==> src/rtl/md_io_pkg.sv <==
// Shared register indices, reset values and address decode helpers for the
// console I/O port register block.
package md_io_pkg;

  localparam logic [3:0] ADDR_VERSION = 4'h0;
  localparam logic [3:0] ADDR_DATA1   = 4'h1;
  localparam logic [3:0] ADDR_DATA2   = 4'h2;
  localparam logic [3:0] ADDR_DATA3   = 4'h3;
  localparam logic [3:0] ADDR_CTRL1   = 4'h4;
  localparam logic [3:0] ADDR_CTRL2   = 4'h5;
  localparam logic [3:0] ADDR_CTRL3   = 4'h6;

  localparam logic [7:0] DATA_RST  = 8'h7F;
  localparam logic [7:0] CTRL_RST  = 8'h00;
  localparam logic [7:0] TXDATA_RD = 8'hFF;
  localparam logic [7:0] RXDATA_RD = 8'h00;
  localparam logic [7:0] SCTRL_RD  = 8'h00;
  localparam logic [6:0] SYNC_RST  = 7'h7F;

  typedef enum logic [2:0] {
    REG_VERSION,
    REG_DATA,
    REG_CTRL,
    REG_TXDATA,
    REG_RXDATA,
    REG_SCTRL
  } reg_kind_e;

  function automatic reg_kind_e decode_kind(input logic [3:0] a);
    case (a)
      ADDR_VERSION:                   return REG_VERSION;
      ADDR_DATA1, ADDR_DATA2, ADDR_DATA3: return REG_DATA;
      ADDR_CTRL1, ADDR_CTRL2, ADDR_CTRL3: return REG_CTRL;
      4'h7, 4'hA, 4'hD:               return REG_TXDATA;
      4'h8, 4'hB, 4'hE:               return REG_RXDATA;
      default:                        return REG_SCTRL;
    endcase
  endfunction

  // Port index (0..2) for DATA/CTRL addresses; don't-care elsewhere.
  function automatic logic [1:0] port_index(input logic [3:0] a);
    case (a)
      ADDR_DATA1, ADDR_CTRL1: return 2'd0;
      ADDR_DATA2, ADDR_CTRL2: return 2'd1;
      default:                return 2'd2;
    endcase
  endfunction

endpackage

==> src/rtl/md_io_channel.sv <==
// One controller port: DATA/CTRL registers, pin synchronizer, pin drive
// generation, read-back value and TH falling-edge interrupt latch.
module md_io_channel
  import md_io_pkg::*;
#(
  parameter int SYNC_STAGES = 2
) (
  input  logic       clk,
  input  logic       reset,
  input  logic       wr_data,
  input  logic       wr_ctrl,
  input  logic [7:0] din,
  input  logic       irq_ack,
  input  logic [6:0] pin_out,
  output logic [6:0] pin_in,
  output logic [6:0] pin_dir,
  output logic [7:0] rd_data,
  output logic [7:0] ctrl_q,
  output logic       pending
);

  logic [7:0]                  data_q;
  logic [SYNC_STAGES-1:0][6:0] sync_q;
  logic [6:0]                  synced;
  logic                        th_prev;
  logic                        th_edge;

  always_ff @(posedge clk or posedge reset) begin
    if (reset) begin
      data_q <= DATA_RST;
      ctrl_q <= CTRL_RST;
    end else begin
      if (wr_data) data_q <= din;
      if (wr_ctrl) ctrl_q <= din;
    end
  end

  always_ff @(posedge clk or posedge reset) begin
    if (reset) begin
      sync_q <= {SYNC_STAGES{SYNC_RST}};
    end else begin
      sync_q <= {sync_q[SYNC_STAGES-2:0], pin_out};
    end
  end

  assign synced  = sync_q[SYNC_STAGES-1];
  assign pin_dir = ~ctrl_q[6:0];
  assign pin_in  = data_q[6:0] | pin_dir;

  always_comb begin
    rd_data = {data_q[7], 7'h00};
    for (int i = 0; i < 7; i++) begin
      rd_data[i] = ctrl_q[i] ? data_q[i] : synced[i];
    end
  end

  // th_prev tracks the pin even while disabled, so enabling TH as an input
  // never manufactures an edge from stale history.
  assign th_edge = th_prev & ~synced[6] & ctrl_q[7] & ~ctrl_q[6];

  always_ff @(posedge clk or posedge reset) begin
    if (reset) begin
      th_prev <= 1'b1;
      pending <= 1'b0;
    end else begin
      th_prev <= synced[6];
      if (wr_ctrl && !din[7]) begin
        pending <= 1'b0;
      end else if (th_edge) begin
        pending <= 1'b1;
      end else if (irq_ack) begin
        pending <= 1'b0;
      end
    end
  end

endmodule

==> src/rtl/md_io_regs.sv <==
// Controller I/O port register block: CPU address decode, registered read
// data and the combined TH external interrupt.
module md_io_regs
  import md_io_pkg::*;
#(
  parameter int SYNC_STAGES = 2
) (
  input  logic       clk,
  input  logic       reset,
  input  logic       sel,
  input  logic       we,
  input  logic [3:0] addr,
  input  logic [7:0] din,
  output logic [7:0] dout,
  output logic       rd_valid,
  input  logic       export_n,
  input  logic       pal,
  input  logic       fdd,
  input  logic [6:0] port1_out,
  input  logic [6:0] port2_out,
  input  logic [6:0] port3_out,
  output logic [6:0] port1_in,
  output logic [6:0] port2_in,
  output logic [6:0] port3_in,
  output logic [6:0] port1_dir,
  output logic [6:0] port2_dir,
  output logic [6:0] port3_dir,
  output logic       ext_irq,
  input  logic       irq_ack
);

  reg_kind_e        kind;
  logic [1:0]       idx;
  logic [2:0][6:0]  pout;
  logic [2:0][6:0]  pin;
  logic [2:0][6:0]  pdir;
  logic [2:0][7:0]  ch_rd;
  logic [2:0][7:0]  ch_ctrl;
  logic [2:0]       ch_pend;
  logic [2:0]       wr_data;
  logic [2:0]       wr_ctrl;
  logic [7:0]       rd_mux;

  assign kind = decode_kind(addr);
  assign idx  = port_index(addr);

  assign pout = {port3_out, port2_out, port1_out};
  assign port1_in  = pin[0];
  assign port2_in  = pin[1];
  assign port3_in  = pin[2];
  assign port1_dir = pdir[0];
  assign port2_dir = pdir[1];
  assign port3_dir = pdir[2];

  always_comb begin
    wr_data = 3'b000;
    wr_ctrl = 3'b000;
    if (sel && we) begin
      if (kind == REG_DATA) wr_data[idx] = 1'b1;
      if (kind == REG_CTRL) wr_ctrl[idx] = 1'b1;
    end
  end

  for (genvar g = 0; g < 3; g++) begin : g_ch
    md_io_channel #(.SYNC_STAGES(SYNC_STAGES)) u_ch (
      .clk     (clk),
      .reset   (reset),
      .wr_data (wr_data[g]),
      .wr_ctrl (wr_ctrl[g]),
      .din     (din),
      .irq_ack (irq_ack),
      .pin_out (pout[g]),
      .pin_in  (pin[g]),
      .pin_dir (pdir[g]),
      .rd_data (ch_rd[g]),
      .ctrl_q  (ch_ctrl[g]),
      .pending (ch_pend[g])
    );
  end

  always_comb begin
    rd_mux = RXDATA_RD;
    case (kind)
      REG_VERSION: rd_mux = {~export_n, pal, fdd, 1'b0, 4'h0};
      REG_DATA:    rd_mux = ch_rd[idx];
      REG_CTRL:    rd_mux = ch_ctrl[idx];
      REG_TXDATA:  rd_mux = TXDATA_RD;
      REG_RXDATA:  rd_mux = RXDATA_RD;
      default:     rd_mux = SCTRL_RD;
    endcase
  end

  always_ff @(posedge clk or posedge reset) begin
    if (reset) begin
      dout     <= 8'h00;
      rd_valid <= 1'b0;
    end else begin
      rd_valid <= sel & ~we;
      if (sel && !we) dout <= rd_mux;
    end
  end

  assign ext_irq = |ch_pend;

endmodule

==> config.mk <==
export PLATFORM = sky130hd
export DESIGN_NAME = md_io_regs
export DESIGN_NICKNAME = d
export VERILOG_FILES = /design/src/rtl/md_io_pkg.sv /design/src/rtl/md_io_channel.sv /design/src/rtl/md_io_regs.sv
export SDC_FILE = /design/constraint.sdc
export NUM_CORES = 1
export LEC_CHECK = 0
export BUFFER_PORTS_ARGS = -buffer_cell sky130_fd_sc_hd__buf_2
export CORE_MARGIN = 2
export CORE_UTILIZATION = 50
export CTS_CLUSTER_DIAMETER = 100
export DETAILED_ROUTE_END_ITERATION = 16
export PLACE_DENSITY_LB_ADDON = 0.25
export SLEW_MARGIN = 20
export SYNTH_ARGS = -nofsm -noshare
export SYNTH_HDL_FRONTEND = slang
export SYNTH_HIERARCHICAL = 1
export SYNTH_SLANG_ARGS = --single-unit
==> constraint.sdc <==
create_clock -name clk -period 1.9 [get_ports clk]
set_clock_uncertainty 0.2 [all_clocks]
set_input_delay 0.19 -clock clk [delete_from_list [all_inputs] [get_ports clk]]
set_output_delay 0.19 -clock clk [all_outputs]
set_load 0.02 [all_outputs]
==> results of run 1 <==
## cell usage after synthesis (4+ instances only)
cell	n	area share, %
o21a_1	4	0.61
nand2b_1	28	3.6
a21oi_1	9	0.92
dfrtp_1	39	20
mux2i_1	4	0.82
nor2_1	14	1.1
o211ai_1	9	1.4
a221oi_1	4	0.71
o21ai_0	29	3.0
mux2_2	25	5.7
nand2_1	27	2.1
nor2b_1	6	0.77
o2bb2ai_1	4	0.71
a31oi_1	4	0.51
buf_4	4	0.61
clkbuf_1	5	0.38
a21o_1	5	0.77
mux2_4	24	7.4
a221o_1	8	1.6
buf_6	8	1.8
ha_1	6	1.5
inv_1	37	2.8
dfstp_2	66	35
## layout by cell type (no fill, tap or decap), types with 5 or more instances in the layout
| master | count |
|---|---|
| dfstp_2 | 66 |
| clkbuf_8 | 9 |
| mux2_2 | 24 |
| o21ai_0 | 29 |
| dfrtp_1 | 39 |
| buf_6 | 9 |
| o211ai_1 | 9 |
| inv_1 | 34 |
| buf_4 | 52 |
| nand2b_1 | 27 |
| dlygate4sd3_1 | 33 |
| buf_12 | 8 |
| a21oi_1 | 8 |
| mux2_4 | 25 |
| a21o_1 | 5 |
| nor2_1 | 10 |
| nand2_1 | 27 |
| a221o_1 | 8 |
| nor2b_1 | 6 |
| buf_2 | 90 |
## power by group through the flow
stage | sequential (uW) | clock (uW) | combinational [uW]
floorplan | 2920 | 0 | 1230
global placement | 2940 | 0 | 1890
detailed placement | 2960 | 0 | 1930
CTS | 2930 | 1450 | 2030
global route | 2970 | 1520 | 2200
finish | 2930 | 1410 | 2060
## metal layers
layer	GRT usage (%)	wire length, um	part of all wire (%)
met5	0	0	0
met4	7.59	252	2.0
met3	5.42	759	5.9
met2	44.1	6660	52
met1	29.8	5230	41
## cells by family (layout without fill, tap and decap cells)
kind of cell | after synthesis | in the layout | synth area share [%]
flip-flops | 105 | 105 | 55.3
buffers and inverters | 58 | 246 | 6.05
AND/OR/NAND/NOR | 96 | 96 | 10.5
AO/OA/AOI/OAI | 88 | 88 | 12.3
multiplexers | 54 | 54 | 14.4
adder cells (fa/ha/maj) | 6 | 6 | 1.53
## path summary, 6_finish.rpt
| path | from | end | slack, ns | depth (start not counted) |
|---|---|---|---|---|
| setup / recovery | addr[0] | g_ch[0].u_ch/data_q[7]$_DFFE_PP0P_ | -0.12 | 10 |
| hold / removal | export_n | dout[7]$_DFFE_PP0P_ | 0.11 | 4 |
| setup reg to reg | g_ch[0].u_ch/ctrl_q[6]$_DFFE_PP0P_ | dout[6]$_DFFE_PP0P_ | 0.08 | 4 |
| hold reg to reg | g_ch[0].u_ch/sync_q[3]$_DFF_PP1_ | g_ch[0].u_ch/synced[3]$_DFF_PP1_ | 0.15 | 0 |
| max in group asynchronous | reset | g_ch[2].u_ch/synced[5]$_DFF_PP1_ | 0.89 | 4 |
| min in group asynchronous | reset | dout[3]$_DFFE_PP0P_ | 0.16 | 3 |
## layout make-up
class                   instances  area share [%]
inverters                      37            2.25
well taps                     133            2.47
repair buffers                193            21.4
flip-flops and latches        105            40.2
multi-input cells             244            30.6
clock inverters                 7            1.13
clock buffers                   9            1.84
## registers in the layout (all words and copies together) (netlist names)
| name | cells |
|---|---|
| g_ch.u_ch/ctrl_q | 24 |
| rd_valid | 1 |
| g_ch.u_ch/data_q | 24 |
| g_ch.u_ch/sync_q | 21 |
| g_ch.u_ch/th_prev | 3 |
| g_ch.u_ch/pending | 3 |
| g_ch.u_ch/synced | 21 |
| dout | 8 |
## repair_timing
action,CTS,global route
setup buffers,7,5
endpoints found under the setup margin,37,52
gates cloned,0,1
hold endpoints to repair,111,0
hold buffers,33,0
pin swaps,3,4
resized for setup,19,18
## per-stage QoR
step	instance area (sq um)	power [uW]
floorplan	5010	4150
global placement	5940	4830
detailed placement	5940	4880
CTS	6620	6400
global route	6740	6690
finish	6740	6400
## worst max-delay path: stages
cell and delay (ns):
buf_12 0.09, inv_8 0.04, ha_4 0.26, inv_2 0.03, mux4_2 0.49, nand2b_4 0.19, buf_6 0.12, nor4_4 0.19
buf_6 0.19, mux2_4 0.30
==> results.sh, run 1 <==
export IMPL_die_h_um=103
export IMPL_io_pins=93
export IMPL_p_comb_share_pct=32.1
export IMPL_port_buffers=92
export IMPL_hold_viol_final=0
export IMPL_placementRows=36
export IMPL_dp_cells=667
export IMPL_layout_setup_ws_ns=-0.115
export IMPL_gr_usage_all_layers_pct=24.7
export IMPL_gp_congestion=0.861
export IMPL_fin_nets=637
export IMPL_instances_no_fill=728
export IMPL_drive_above_1_share_pct=53.1
export IMPL_tightest_slew_ns=0.432
export IMPL_grt_pass1_vias=3871
export IMPL_status="finished, violations left"
export IMPL_dieArea_sq_um=10600
export IMPL_synth_edf_count=0
export IMPL_yosysWarnings=6
export IMPL_crit_type="in -> reg"
export IMPL_wl_per_cell_um=17.7
export IMPL_cts_tree="done"
export IMPL_post_synth_instance_area_sq_um=4900
export IMPL_floorplan_initialDensity_pct=50.9
export IMPL_clkPwrFrac_pct=22.1
export IMPL_maxCapViolCount=0
export IMPL_hold_class="in -> reg"
export IMPL_synth_fp_nets=454
export IMPL_p_sw_share_pct=33.7
export IMPL_hold_slack_ns=0.109
export IMPL_area_growth_pct=37.4
export IMPL_dr_total_vias=3830
export IMPL_ys_flop_type="dfstp_2"
export IMPL_h_tree_depth=3
export IMPL_pwr_share_seq_pct=45.8
export IMPL_diodes=0
export IMPL_grt_pass1_wl_um=19300
export IMPL_end_kind="flip-flop"
export IMPL_path_max_fanout=5
export IMPL_multi_input_area_sq_um=2060
export IMPL_final_period_utilization_pct=106
export IMPL_start_kind="input pin"
export IMPL_tns_ns=-1.64
export IMPL_ys_ff_latch=105
export IMPL_fmax_mhz=496
export IMPL_chipWidth_um=103
export IMPL_ant_nets=0
export IMPL_power_density_nw_per_um2=950
export IMPL_pre_cts_ws_ns=-0.530
export IMPL_seqCellArea_sq_um=2710
export IMPL_p_int_uw=4240
export IMPL_synth_seq_area_share_pct=55.3
export IMPL_root_buffer="clkbuf_8"
export IMPL_fin_crit_ns=2.02
export IMPL_finalSetupViolCount=28
export IMPL_violations="setup timing"
export IMPL_antenna_found_initial=0
export IMPL_synth_cell_types=45
export IMPL_drc=0
export IMPL_first_iter_violations=142
export IMPL_crit_arrival_ns=2.10
export IMPL_netSwitchingPower_uw=2160
export IMPL_power_leakage_uw=0.00311
export IMPL_synthArstFlopShare_pct=100
export IMPL_synthCells=407
export IMPL_slew_violations=0
export IMPL_post_route_util_pct=69.9
export IMPL_vias_per_cell=5.26
export IMPL_fillers=739
export IMPL_core_sq_um=9640
export IMPL_cts_buffers=9
export IMPL_clk_path_buf_depth=2
export IMPL_insertion_delay_ns=0.38
export IMPL_hpwlAfterDp_um=9070
export IMPL_drt_wl_total_um=12900
export IMPL_grt_max_degree=33
export IMPL_clkSlewWorstSetupHoldPaths_ns=0.10
export IMPL_rsz0062_at_grt="true"
export IMPL_overflow=0
export IMPL_avgSynthCellArea_sq_um=12.0
export IMPL_slew_limit_headroom_pct=70.8
export IMPL_cp_required_ns=1.98
export IMPL_peakVddDrop_mv=0.570
export IMPL_cts_sinks=105
export IMPL_drt_pass1_iter_count=5
No activity file was read; power rests on OpenSTA's default activity.
==> run 2: changes to the inputs <==
Settings changed: PLACE_DENSITY set to 0.78, PLACE_DENSITY_LB_ADDON 0.25 to not set.
==> results.sh, run 2 (same netlist as run 1, synthesis figures left out) <==
export IMPL_status="finished, violations left"
export IMPL_violations="setup timing"
export IMPL_netSwitchingPower_uw=2110
export IMPL_port_buffers=92
export IMPL_vias_per_cell=5.28
export IMPL_r2r_start="g_ch[0].u_ch/ctrl_q[5]$_DFFE_PP0P_"
export IMPL_hold_slack_ns=0.0277
export IMPL_dieArea_sq_um=10600
export IMPL_cp_cell_sequence="buf_12 > inv_8 > ha_4 > inv_1 > mux4_2 > nand2b_4 > nor4_4 > buf_12 > mux2_4"
export IMPL_h_tree_depth=3
export IMPL_power_leakage_uw=0.00305
export IMPL_diodes=0
export IMPL_r2r_setup_slack_ns=0.09
export IMPL_cts_sinks=105
export IMPL_final_period_utilization_pct=102
export IMPL_rsz0062_at_grt="true"
export IMPL_p_comb_share_pct=33.1
export IMPL_fin_nets=630
export IMPL_crit_path_start="addr[0]"
export IMPL_pwr_share_seq_pct=46.7
export IMPL_peakVddDrop_mv=0.583
export IMPL_fillers=724
export IMPL_ant_nets=0
export IMPL_first_iter_violations=208
export IMPL_r2r_end="dout[5]$_DFFE_PP0P_"
export IMPL_p_int_uw=4130
export IMPL_crit_type="in -> reg"
export IMPL_drt_wl_total_um=12600
export IMPL_layout_setup_ws_ns=-0.0318
export IMPL_pre_cts_ws_ns=-0.572
export IMPL_floorplan_initialDensity_pct=50.9
export IMPL_crit_family="multiplexers"
export IMPL_power_density_nw_per_um2=945
export IMPL_final_common_cell="buf_2"
export IMPL_slew_violations=0
export IMPL_drt_pass1_iter_count=5
export IMPL_antenna_found_initial=0
export IMPL_area_growth_pct=34.9
export IMPL_clkSlewWorstSetupHoldPaths_ns=0.10
export IMPL_slowest_delay_ns=0.50
export IMPL_cp_common_cell="buf_12"
export IMPL_cpMaxStageDelayCell="mux4_2"
export IMPL_fmax_mhz=518
export IMPL_slew_limit_headroom_pct=71.6
export IMPL_path_buf_inv=4
export IMPL_gp_congestion=0.903
export IMPL_final_cell_mix="buf_2 (90), dfstp_2 (66), buf_4 (55), dfrtp_1 (39), inv_1 (35)"
export IMPL_core_sq_um=9640
export IMPL_io_pins=93
export IMPL_hpwlAfterDp_um=9050
export IMPL_p_sw_share_pct=33.9
export IMPL_end_kind="flip-flop"
export IMPL_hold_class="in -> reg"
export IMPL_tightest_slew_ns=0.426
export IMPL_cts_tree="done"
export IMPL_largest_registers="g_ch.u_ch/ctrl_q x24, g_ch.u_ch/data_q x24"
export IMPL_start_kind="input pin"
export IMPL_drive_above_1_share_pct=52.4
export IMPL_placementRows=36
export IMPL_grt_pass1_vias=3974
export IMPL_cts_buffers=9
export IMPL_fin_crit_ns=1.93
export IMPL_finalSetupViolCount=8
export IMPL_root_buffer="clkbuf_8"
export IMPL_insertion_delay_ns=0.38
export IMPL_gr_usage_all_layers_pct=24.8
export IMPL_grt_max_degree=33
export IMPL_cp_required_ns=1.98
export IMPL_chipWidth_um=103
export IMPL_endpoint="g_ch[2].u_ch/data_q[7]$_DFFE_PP0P_"
export IMPL_grt_pass1_wl_um=19500
export IMPL_worst_path_stages=9
export IMPL_reg2reg_depth=4
export IMPL_hold_viol_final=0
export IMPL_drc=0
export IMPL_crit_arrival_ns=2.01
export IMPL_overflow=0
export IMPL_clkPwrFrac_pct=20.2
export IMPL_maxCapViolCount=0
export IMPL_clk_path_buf_depth=2
export IMPL_hold_depth=3
export IMPL_path_max_fanout=8
export IMPL_die_h_um=103
export IMPL_wl_per_cell_um=17.5
export IMPL_dr_total_vias=3807
==> run 2: worst reg2reg max path, delay by kind of cell, from the launching register on <==
| kind | cells | cell delay (ns) |
|---|---|---|
| mux | 1 | 0.36 |
| simple gates | 1 | 0.10 |
| flops | 1 | 0.41 |
| compound gates | 2 | 0.64 |
==> run 2: worst min path at each step <==
stage,slack (ns),from,endpoint
global route,0.04,pal,dout[6]$_DFFE_PP0P_
finish,0.03,pal,dout[6]$_DFFE_PP0P_
floorplan,-0.18,reset,dout[0]$_DFFE_PP0P_
CTS,0.02,pal,dout[6]$_DFFE_PP0P_
global placement,-0.002,reset,dout[1]$_DFFE_PP0P_
detailed placement,0.01,reset,dout[1]$_DFFE_PP0P_
==> run 2: area by class of cell <==
| type | instances | area, sq um | area share (%) |
|---|---|---|---|
| well taps | 133 | 166 | 2.52 |
| clock buffers | 12 | 145 | 2.20 |
| flip-flops and latches | 105 | 2710 | 41.0 |
| inverters | 37 | 149 | 2.25 |
| clock inverters | 4 | 30.0 | 0.454 |
| repair buffers | 186 | 1340 | 20.2 |
| multi-input cells | 244 | 2070 | 31.4 |
==> run 2: repair_timing <==
action / in CTS / in global routing
endpoints found under the hold margin: 104 / 0
hold buffers: 32 / 0
cloned: 0 / 0
resized for setup: 12 / 15
setup buffers: 2 / 4
endpoints found under the setup margin: 43 / 40
pin swaps: 2 / 8
==> run 2: stage by stage <==
stage | cells | total power (uW) | utilization (%) | TNS, ns | area, sq um
3_5_place_dp | 667 | 4900 | 61.8 | -25.28 | 5960
4_1_cts | 717 | 6220 | 67.5 | -0.00753 | 6500
6_report | 721 | 6240 | 68.6 | -0.0930 | 6610
2_1_floorplan | 407 | 4150 | - | -11.29 | 5010
3_3_place_gp | 667 | 4840 | 61.8 | -22.80 | 5960
5_1_grt | 721 | 6570 | 68.6 | -0.501 | 6610
==> run 2: layer usage <==
| layer | vias up | track usage, % | wire [um] |
|---|---|---|---|
| li1 | 1764 | - | - |
| met1 | 1852 | 31.2 | 5400 |
| met2 | 151 | 39.7 | 6040 |
| met3 | 40 | 4.75 | 639 |
| met4 | 0 | 15.0 | 539 |
| met5 | - | 0 | 0 |
==> run 2: power by group through the flow <==
stage / Combinational [uW] / Clock (uW) / Sequential, uW
2_1_floorplan: 1230 / 0 / 2920
3_3_place_gp: 1910 / 0 / 2930
3_5_place_dp: 1950 / 0 / 2940
4_1_cts: 2020 / 1290 / 2910
5_1_grt: 2220 / 1390 / 2960
6_report: 2070 / 1260 / 2920
==> run 3: changes to the inputs <==
Settings changed: GPL_TIMING_DRIVEN set to 0.
==> results.sh, run 3 (same netlist as run 1, synthesis figures left out) <==
export IMPL_clk_path_buf_depth=2
export IMPL_fin_nets=614
export IMPL_power_density_nw_per_um2=982
export IMPL_tightest_slew_ns=0.685
export IMPL_overflow=0
export IMPL_first_iter_violations=202
export IMPL_chipWidth_um=103
export IMPL_diodes=0
export IMPL_finalSetupViolCount=4
export IMPL_core_sq_um=9640
export IMPL_wl_per_cell_um=17.6
export IMPL_path_max_fanout=8
export IMPL_layout_setup_ws_ns=-0.0295
export IMPL_hpwlAfterDp_um=8670
export IMPL_drt_pass1_iter_count=4
export IMPL_grt_pass1_vias=3849
export IMPL_area_growth_pct=33.5
export IMPL_peakVddDrop_mv=0.608
export IMPL_slew_violations=0
export IMPL_fmax_mhz=518
export IMPL_gp_congestion=0.937
export IMPL_cp_required_ns=1.97
export IMPL_hold_depth=4
export IMPL_hold_class="in -> reg"
export IMPL_slew_limit_headroom_pct=54.3
export IMPL_h_tree_depth=3
export IMPL_cts_tree="done"
export IMPL_clkSlewWorstSetupHoldPaths_ns=0.11
export IMPL_antenna_found_initial=0
export IMPL_rsz0062_at_grt="true"
export IMPL_dieArea_sq_um=10600
export IMPL_final_period_utilization_pct=102
export IMPL_maxCapViolCount=0
export IMPL_drive_above_1_share_pct=51.9
export IMPL_slowest_delay_ns=0.48
export IMPL_floorplan_initialDensity_pct=50.9
export IMPL_placementRows=36
export IMPL_fillers=731
export IMPL_end_kind="flip-flop"
export IMPL_io_pins=93
export IMPL_reg2reg_depth=6
export IMPL_grt_max_degree=33
export IMPL_insertion_delay_ns=0.38
export IMPL_dr_total_vias=3760
export IMPL_crit_type="in -> reg"
export IMPL_gr_usage_all_layers_pct=24.1
export IMPL_grt_pass1_wl_um=18900
export IMPL_status="finished, violations left"
export IMPL_worst_path_stages=9
export IMPL_path_buf_inv=4
export IMPL_fin_crit_ns=1.93
export IMPL_tns_ns=-0.0508
export IMPL_crit_family="multiplexers"
export IMPL_power_leakage_uw=0.00299
export IMPL_cp_cell_sequence="buf_12 > inv_8 > ha_4 > inv_2 > mux4_2 > nand2b_4 > nor4_4 > buf_6 > mux2_4"
export IMPL_post_route_util_pct=67.9
export IMPL_drc=0
export IMPL_final_cell_mix="buf_2 (90), dfstp_2 (66), dfrtp_1 (38), dlygate4sd3_1 (33), inv_1 (31)"
export IMPL_root_buffer="clkbuf_8"
export IMPL_vias_per_cell=5.33
export IMPL_final_common_cell="buf_2"
export IMPL_port_buffers=92
export IMPL_hold_viol_final=0
export IMPL_die_h_um=103
export IMPL_largest_registers="g_ch.u_ch/ctrl_q x24, g_ch.u_ch/data_q x24"
export IMPL_violations="setup timing"
export IMPL_drt_wl_total_um=12400
export IMPL_cts_buffers=9
export IMPL_ant_nets=0
export IMPL_cts_sinks=105
export IMPL_start_kind="input pin"
export IMPL_crit_arrival_ns=2.00
export IMPL_cpMaxStageDelayCell="mux4_2"
[run 3: per-stage QoR]
step / power (uW) / setup slack, ns / std cells / cell area [sq um] / hold slack (ns)
after CTS: 6400 / -0.0647 / 689 / 6360 / 0.0825
after global placement: 4730 / -0.752 / 632 / 5640 / -0.00484
after floorplan: 4150 / -0.342 / 407 / 5010 / -0.182
final: 6430 / -0.0295 / 705 / 6540 / 0.109
after detailed placement: 4780 / -0.812 / 632 / 5640 / 0.0217
after global routing: 6760 / -0.0568 / 705 / 6540 / 0.104
[run 3: power by group]
group	internal, uW	switching, uW	total, uW
logic	928	1070	2000
clock network	749	752	1500
registers	2660	264	2920
total	4340	2090	6430
[run 3: path summary, 6_finish.rpt]
path	from	to	slack (ns)
max reg2reg	g_ch[0].u_ch/ctrl_q[1]$_DFFE_PP0P_	dout[1]$_DFFE_PP0P_	0.10
max	addr[0]	g_ch[2].u_ch/data_q[7]$_DFFE_PP0P_	-0.03
min in group asynchronous	reset	dout[3]$_DFFE_PP0P_	0.16
min	export_n	dout[7]$_DFFE_PP0P_	0.11
min reg2reg	g_ch[1].u_ch/sync_q[3]$_DFF_PP1_	g_ch[1].u_ch/synced[3]$_DFF_PP1_	0.15
max in group asynchronous	reset	g_ch[1].u_ch/ctrl_q[6]$_DFFE_PP0P_	0.75
[run 3: routing by layer]
| metal | wire length (um) | track usage (%) | vias to the layer above |
|---|---|---|---|
| li1 | - | - | 1737 |
| met1 | 5070 | 28.6 | 1851 |
| met2 | 6270 | 41.9 | 147 |
| met3 | 734 | 6.03 | 25 |
| met4 | 328 | 9.62 | 0 |
| met5 | 0 | 0 | - |
[run 3: cell type report]
class	instances	area [sq um]	area share (%)
Timing Repair Buffer	150	1020	15.6
Tap cell	133	166	2.54
Clock inverter	6	91.3	1.40
Multi-Input combinational cell	244	2090	32.0
Buffer	20	183	2.79
Inverter	37	154	2.35
Sequential cell	105	2710	41.4
Clock buffer	10	128	1.95
[run 3: worst reg2reg max path: cells and delay by family (launching register included)]
family,cells,cell delay (ns)
muxes,1,0.36
DFF,1,0.37
AOI/OAI and AO/OA,5,0.73
[run 3: timing repair]
item                                   CTS  global route
hold buffers                            33             0
gates resized for setup                 32            21
setup buffers                            9            16
endpoints found under the hold margin  113             0
pin swaps                                5             7
setup endpoints to repair               59            59
